[config.mk]
export PLATFORM = sky130hd
export DESIGN_NAME = seg7_count_display
export DESIGN_NICKNAME = d
export VERILOG_FILES = /design/src/rtl/seg7_count_display.sv
export SDC_FILE = /design/constraint.sdc
export NUM_CORES = 1
export LEC_CHECK = 0
export CELL_PAD_IN_SITES_DETAIL_PLACEMENT = 1
export CELL_PAD_IN_SITES_GLOBAL_PLACEMENT = 1
export CORE_MARGIN = 10
export CORE_UTILIZATION = 48
export DETAILED_ROUTE_END_ITERATION = 16
export DONT_BUFFER_PORTS = 1
export GPL_TIMING_DRIVEN = 1
export PLACE_DENSITY_LB_ADDON = 0.25
export SLEW_MARGIN = 25
export SYNTH_ARGS = -nofsm -noshare
export SYNTH_HDL_FRONTEND = slang
export SYNTH_SLANG_ARGS = --single-unit
[constraint.sdc]
create_clock -name CLK_50M -period 3.2 [get_ports CLK_50M]
set_clock_uncertainty 0.2 [all_clocks]
set_input_delay 0.96 -clock CLK_50M [delete_from_list [all_inputs] [get_ports CLK_50M]]
set_output_delay 0.96 -clock CLK_50M [all_outputs]
set_load 0.02 [all_outputs]
[src/rtl/seg7_count_display.sv]
// Two-digit multiplexed common-anode seven-segment driver for a 4-bit counter value.
// DIN is synchronized and filtered. The ones and tens digits are then scanned with dark gaps between them.
module seg7_count_display #(
    parameter int unsigned SCAN_DIV  = 50000,
    parameter int unsigned BLANK_CYC = 500,
    parameter int unsigned LZB       = 1
) (
    input  logic       CLK_50M,
    input  logic       RST,
    input  logic [3:0] DIN,
    output logic [6:0] SEG,
    output logic [1:0] DIG,
    output logic       UPD
);

    localparam int unsigned MAX_LEN = (SCAN_DIV > BLANK_CYC) ? SCAN_DIV : BLANK_CYC;
    localparam int unsigned CNT_W   = (MAX_LEN > 1) ? $clog2(MAX_LEN) : 1;

    localparam logic [CNT_W-1:0] SCAN_LAST  = CNT_W'(SCAN_DIV - 1);
    localparam logic [CNT_W-1:0] BLANK_LAST = CNT_W'(BLANK_CYC - 1);
    localparam logic [6:0]       SEG_OFF    = 7'h7F;
    localparam logic [1:0]       DIG_OFF    = 2'b11;
    localparam logic [1:0]       DIG_ONES   = 2'b10;
    localparam logic [1:0]       DIG_TENS   = 2'b01;

    typedef enum logic [1:0] {
        S_GAP0,
        S_ONES,
        S_GAP1,
        S_TENS
    } state_t;

    state_t           state_q, state_d;
    logic [CNT_W-1:0] cnt_q, cnt_d;
    logic [3:0]       sync1_q, sync2_q, prev_q;
    logic [3:0]       disp_val_q, disp_val_d;
    logic [3:0]       digit_q, digit_d;
    logic [6:0]       seg_d;
    logic [1:0]       dig_d;
    logic             upd_d;
    logic             tens_c;
    logic [3:0]       ones_c;

    // Active-low segment pattern {g,f,e,d,c,b,a} for a decimal digit.
    function automatic logic [6:0] seg_code(input logic [3:0] v);
        logic [6:0] c;
        unique case (v)
            4'd0:    c = 7'b1000000;
            4'd1:    c = 7'b1111001;
            4'd2:    c = 7'b0100100;
            4'd3:    c = 7'b0110000;
            4'd4:    c = 7'b0011001;
            4'd5:    c = 7'b0010010;
            4'd6:    c = 7'b0000010;
            4'd7:    c = 7'b1111000;
            4'd8:    c = 7'b0000000;
            4'd9:    c = 7'b0010000;
            default: c = 7'b1111111;
        endcase
        return c;
    endfunction

    // Next-state, filter update and registered-output values.
    always_comb begin
        state_d    = state_q;
        cnt_d      = cnt_q + CNT_W'(1);
        disp_val_d = disp_val_q;
        digit_d    = digit_q;
        seg_d      = SEG;
        dig_d      = DIG;
        upd_d      = 1'b0;
        tens_c     = 1'b0;
        ones_c     = 4'd0;

        if ((sync2_q == prev_q) && (sync2_q != disp_val_q)) begin
            disp_val_d = sync2_q;
            upd_d      = 1'b1;
        end

        unique case (state_q)
            S_GAP0: if (cnt_q == BLANK_LAST) state_d = S_ONES;
            S_ONES: if (cnt_q == SCAN_LAST)  state_d = S_GAP1;
            S_GAP1: if (cnt_q == BLANK_LAST) state_d = S_TENS;
            S_TENS: if (cnt_q == SCAN_LAST)  state_d = S_GAP0;
        endcase

        // The digit latch samples the pre-edge disp_val on digit entry.
        if (state_d != state_q) begin
            cnt_d = '0;
            if ((state_d == S_ONES) || (state_d == S_TENS)) begin
                digit_d = disp_val_q;
            end
            tens_c = (digit_d >= 4'd10);
            ones_c = tens_c ? (digit_d - 4'd10) : digit_d;
            unique case (state_d)
                S_ONES: begin
                    seg_d = seg_code(ones_c);
                    dig_d = DIG_ONES;
                end
                S_TENS: begin
                    if (!tens_c && (LZB != 0)) begin
                        seg_d = SEG_OFF;
                        dig_d = DIG_OFF;
                    end else begin
                        seg_d = seg_code({3'b000, tens_c});
                        dig_d = DIG_TENS;
                    end
                end
                default: begin
                    seg_d = SEG_OFF;
                    dig_d = DIG_OFF;
                end
            endcase
        end
    end

    // State, scan counter, input pipeline and output registers.
    always_ff @(posedge CLK_50M) begin
        if (!RST) begin
            state_q    <= S_GAP0;
            cnt_q      <= '0;
            sync1_q    <= 4'd0;
            sync2_q    <= 4'd0;
            prev_q     <= 4'd0;
            disp_val_q <= 4'd0;
            digit_q    <= 4'd0;
            SEG        <= SEG_OFF;
            DIG        <= DIG_OFF;
            UPD        <= 1'b0;
        end else begin
            state_q    <= state_d;
            cnt_q      <= cnt_d;
            sync1_q    <= DIN;
            sync2_q    <= sync1_q;
            prev_q     <= sync2_q;
            disp_val_q <= disp_val_d;
            digit_q    <= digit_d;
            SEG        <= seg_d;
            DIG        <= dig_d;
            UPD        <= upd_d;
        end
    end

endmodule

* Word level (Yosys, flattened, before mapping)
Memories as Yosys holds them, arrays and structs flattened.
Index checks and enable logic that the tools add are counted.
** Word-level totals
- Register bits after elaboration :: 48
- Latch bits :: 0
- Memory bits (writable) :: 0
- Memory bits (read-only) :: 112
- Input bits :: 6
- Logic and storage cells :: 42
- Memories :: 1
** Cells by class
- $add $sub $neg :: 2
- $mul :: 0
- Divide/modulo/power cells :: 0
- Magnitude comparators :: 1
- Equal/unequal tests :: 10
- Shifts and indexed selects :: 0
- Muxes and demuxes :: 13
- Bitwise operators :: 1
- Reduce and logical (&&, ||, !) cells :: 4
** Memories
- (name not given) :: depth 16, bits a word 7, rd ports 1, clocked after Yosys merged registers in 0, wr ports 0, RTL line 47 : unique case (v)
** Operators by type and width (number)
- adder 16 x 1 -> 16 bit (second input constant) :: 1
- equality test 16 bit (second input constant) :: 1
- equality test 16 x 9 -> 1 bit (second input constant) :: 1
- case mux 7 bit (2 select lines) :: 1
- 2-to-1 mux 4 bit :: 3
- 2-to-1 mux 2 bit :: 5
- case mux 2 bit (4 select lines) :: 1
- equality test 2 bit (second input constant) :: 3
- equality test 2 x 1 -> 1 bit (second input constant) :: 2
- equality test 4 bit :: 1
- >= comparator 4 bit (second input constant) :: 1
- inequality test 4 bit :: 1
- case mux 2 bit (2 select lines) :: 1
- subtractor 4 bit (second input constant) :: 1
- 2-to-1 mux 3 bit :: 1
- zero test 2 bit :: 1
- inequality test 2 bit :: 1
- OR reduction 2 bit :: 1
- logical AND 1 bit :: 1
- logical OR 1 bit :: 1
- 2-to-1 mux 1 bit :: 1
- NOT 1 bit :: 1

* Depth between registers and ports, before layout
An unclocked memory read counts as a cell.
- Depth in word-level cells :: 11
- Depth in mapped cells :: 12
- Mapped depth without buffers :: 12

* Worst setup path before layout
No wires, ideal clock.
- Path kind :: register -> register
- Start :: register cnt_q[4]
- End :: register SEG[4]
- Setup time :: 130 ps
- Arrival :: 2450 ps
- Data required time :: 2870 ps
- Slack :: 420 ps
- Stages on the path, launching flop included :: 11
- Buffers on the path :: 0
- Path through :: dfxtp_1 or4b_4 o41ai_4 nand2_4 mux2i_2 o21ai_0 ha_1 inv_1 a31oi_1 and4_1 o21ai_0
** On the way
- Cells in the longest elaborated chain, start to end :: 11
** Ends and longest elaborated chain
- from (decl) :: RTL line 34 : logic [CNT_W-1:0] cnt_q, cnt_d;
- from (signal assigned) :: RTL line 132 : cnt_q <= cnt_d;
- equality test 16 bit / equality test 16 x 9 -> 1 bit (equally long branches)
- 2-to-1 mux 2 bit, on equally long branches
- case mux 2 bit (4 select lines) * :: RTL line 80 : unique case (state_q)
- equality test 2 x 1 -> 1 bit / equality test 2 bit (equally long branches) :: RTL line 90, 95
- logical OR 1 bit :: RTL line 90 : if ((state_d == S_ONES) || (state_d == S_TENS)) begin
- 2-to-1 mux 4 bit :: RTL line 90
- 2-to-1 mux 4 bit :: RTL line 88 : if (state_d != state_q) begin
- subtractor 4 bit / >= comparator 4 bit (equally long branches) :: RTL line 94, 93
- 2-to-1 mux 4 bit :: RTL line 94 : ones_c = tens_c ? (digit_d - 4'd10) : digit_d;
- memory read (16 x 7 bit)
- case mux 7 bit (2 select lines) :: RTL line 95 : unique case (state_d)
- to (signal assigned) :: RTL line 138 : SEG <= seg_d;
- to (decl) :: RTL line 11 : output logic [6:0] SEG,
Every way passes the cells marked *; elsewhere a longest branch is shown, timed or not. The select of a mux whose other input is x is not followed.
A chain may end at the register's enable or synchronous reset.

* Worst setup path in the final report
- Start :: register cnt_q[10]
- End :: register SEG[4]
Same word-level chain as after synthesis.

==> results_dict.tcl <==
set metrics [dict create \
    io_buffers 0 \
    cts-root-buf "clkbuf_8" \
    async_reset_ff_frac 0 \
    worstHoldStart "sync1_q[3]$_SDFF_PN0_" \
    insertion_delay_ps 310 \
    rows 24 \
    syn_area_per_cell_um2 9.13 \
    area_growth_pct 8.27 \
    yosys.area.top_type "dfxtp_1" \
    cp-end-kind "flop" \
    synth_fa_ha_area_frac 0.0396 \
    io_pins 16 \
    antenna_found_initial 0 \
    cts_sinks 48 \
    instances_no_fill 300 \
    fin_nets 260 \
    slew_viol_final 0 \
    period_needed_ps 3050 \
    hpwlAfterDp_mm 3.76 \
    synthTopCellsByArea "dfxtp_1 (43%), nor2_1 (5.6%), xor2_1 (5.5%), xnor2_1 (4.4%), ha_1 (4.0%)" \
    num_vias 1691 \
    rr_startpoint "cnt_q[10]$_SDFF_PP0_" \
    cts.path.max_buffers 2 \
    cts_setup_buffers 0 \
    cts_tree "yes" \
    crit_fanout 6 \
    grt_usage 0.140 \
    synth_ff_type "dfxtp_1" \
    hp-class "flop to flop" \
    synth_nets 255 \
    gp_congestion 0.818 \
    synth_top_cell_area_share 0.435 \
    netlist_top_cells_count "dfxtp_1 (48), nor2_1 (33), nand2_1 (20)" \
    synth-seq-area-share 0.435 \
    overflow 0 \
    status "completed" \
    grt_pass1_vias 1784 \
    dr.first_iter.drc_count 40 \
    synthSimpleGateAreaFrac 0.254 \
    initial_core_util 0.501 \
    required_ps 3210 \
    synth_edf_count 0 \
    n_fill_cell 520 \
    tns_ps 0 \
    drc 0 \
    wirelength_mm 5.02 \
    die_h_um 87.9 \
    yosysUniqueCellTypes 42 \
    synthXorXnorAreaFrac 0.0991 \
    worst_slew_pin_slew_ps 492 \
    hold_viol_final 0 \
    core_area_um2 4410 \
    cp-start-kind "flop" \
    startpoint "cnt_q[10]$_SDFF_PP0_" \
    firstDrtPassIters 4 \
    dieArea_um2 7720 \
    diodes 0 \
    post-synth-top-count-cell "dfxtp_1" \
    slew_headroom 0.671 \
    period_share 0.953 \
    leakagePower_nw 0.924 \
    crit_type "flop to flop" \
    grt_first_pass_wirelength_mm 8.67 \
    vdd_drop_max_mv 0.251 \
    synth_seq_cells 48 \
    synthCells 242 \
    setup_violations 0 \
    ant_nets 0 \
    synth_warnings 0 \
    fmax_mhz 328 \
    drive_gt1_frac 0.101 \
    synth_compound_area_frac 0.102 \
    dp_cells 292 \
    synth_top_family_by_area "simple AND/OR/NAND/NOR gates" \
    p_per_area_nw_per_um2 467 \
    htreeDepth 2 \
    die_w_um 87.9 \
    viasPerCell 5.64 \
    p_total_w 0.00112 \
    wl_per_cell_um 16.7 \
    cts_buffers 5 \
    path_clk_slew_ps 90 \
    synth.area.mux_share 0.0379 \
    grt_max_degree 18 \
    arrival_ps 3060 \
    synth_area_um2 2210 \
    cap_violations 0 \
]
placed cells by master (no fill, tap or decap), types with 2 or more instances in the layout:
| cell | instances |
|---|---|
| o21ai_0 | 8 |
| nand3_1 | 6 |
| clkbuf_8 | 5 |
| a21oi_1 | 17 |
| dfxtp_1 | 47 |
| mux2i_1 | 6 |
| clkinv_4 | 2 |
| o21ai_1 | 4 |
| and2_1 | 12 |
| nand4_1 | 4 |
| xor2_1 | 14 |
| ha_1 | 7 |
| and3_1 | 4 |
| buf_4 | 4 |
| and4_1 | 3 |
| and4bb_2 | 2 |
| inv_1 | 8 |
| xnor2_1 | 11 |
| nor4_1 | 6 |
| nor3_1 | 3 |
| o21a_1 | 2 |
| nand2_1 | 20 |
| nor2_1 | 33 |
routing by layer:
metal,track usage,wire (µm)
met5,0,0
met2,0.235,2520
met3,0.0325,140
met1,0.162,2240
met4,0.0710,115
critical path, cell delays in order, from the launching register on:
cell and delay (ps):
dfxtp_1 380, or4_4 600, o41ai_4 410, nand2_4 140, mux2i_1 300, o21a_1 250
ha_1 220, nor3_1 60, a31oi_1 140, and4_1 190, o21ai_0 70
registers in the layout (all words and copies together) (netlist names):
register	count
cnt_q	16
SEG	7
digit_q	4
disp_val_q	4
prev_q	4
sync1_q	4
sync2_q	4
DIG	2
state_q	2
UPD	1
repair_timing:
| item | 4_1_cts | 5_1_grt |
|---|---|---|
| gates resized for setup | 0 | 4 |
| hold buffers | 0 | 0 |
| endpoints found under the setup margin | 0 | 4 |
cells by family (layout without fill, tap and decap cells):
kind of cell    count (synthesis)  in the layout
compound gates                 37             37
xor+xnor                       25             25
fa+ha+maj                       7              7
buf+inv                        14             20
flops                          48             48
mux                             8              8
simple gates                  103            103
layout make-up:
| type | instances | area [µm²] | share of cell area |
|---|---|---|---|
| well taps | 52 | 65.1 | 0.0272 |
| inverters | 8 | 30.0 | 0.0126 |
| clock inverters | 3 | 47.5 | 0.0199 |
| multi-input cells | 180 | 1190 | 0.497 |
| clock buffers | 5 | 68.8 | 0.0288 |
| repair buffers | 4 | 30.0 | 0.0126 |
| flip-flops and latches | 48 | 962 | 0.402 |
path summary, 6_finish.rpt:
check / endpoint / slack, ps / depth (start not counted)
max: SEG[4]$_SDFFE_PN1P_ / 150 / 10
max reg2reg: SEG[4]$_SDFFE_PN1P_ / 150 / 10
min: sync2_q[3]$_SDFF_PN0_ / 240 / 1
min reg2reg: sync2_q[3]$_SDFF_PN0_ / 240 / 1
stage by stage:
| step | instance area (µm²) | util | hold slack, ps | setup WS [ps] |
|---|---|---|---|---|
| CTS | 2380 | 0.539 | 242 | 125 |
| global route | 2390 | 0.542 | 256 | -25.6 |
| detailed placement | 2260 | 0.512 | 220 | 172 |
| global placement | 2260 | 0.512 | 215 | 281 |
| finish | 2390 | 0.542 | 242 | 150 |
| floorplan | 2210 | - | 212 | 420 |
power by group:
group	total, W	switching (W)	internal, W
sequential	0.000622	0.0000131	0.000609
combinational	0.0000411	0.0000221	0.0000190
clock	0.000453	0.000218	0.000235
Note: power is estimated with default switching activity, not from simulation.
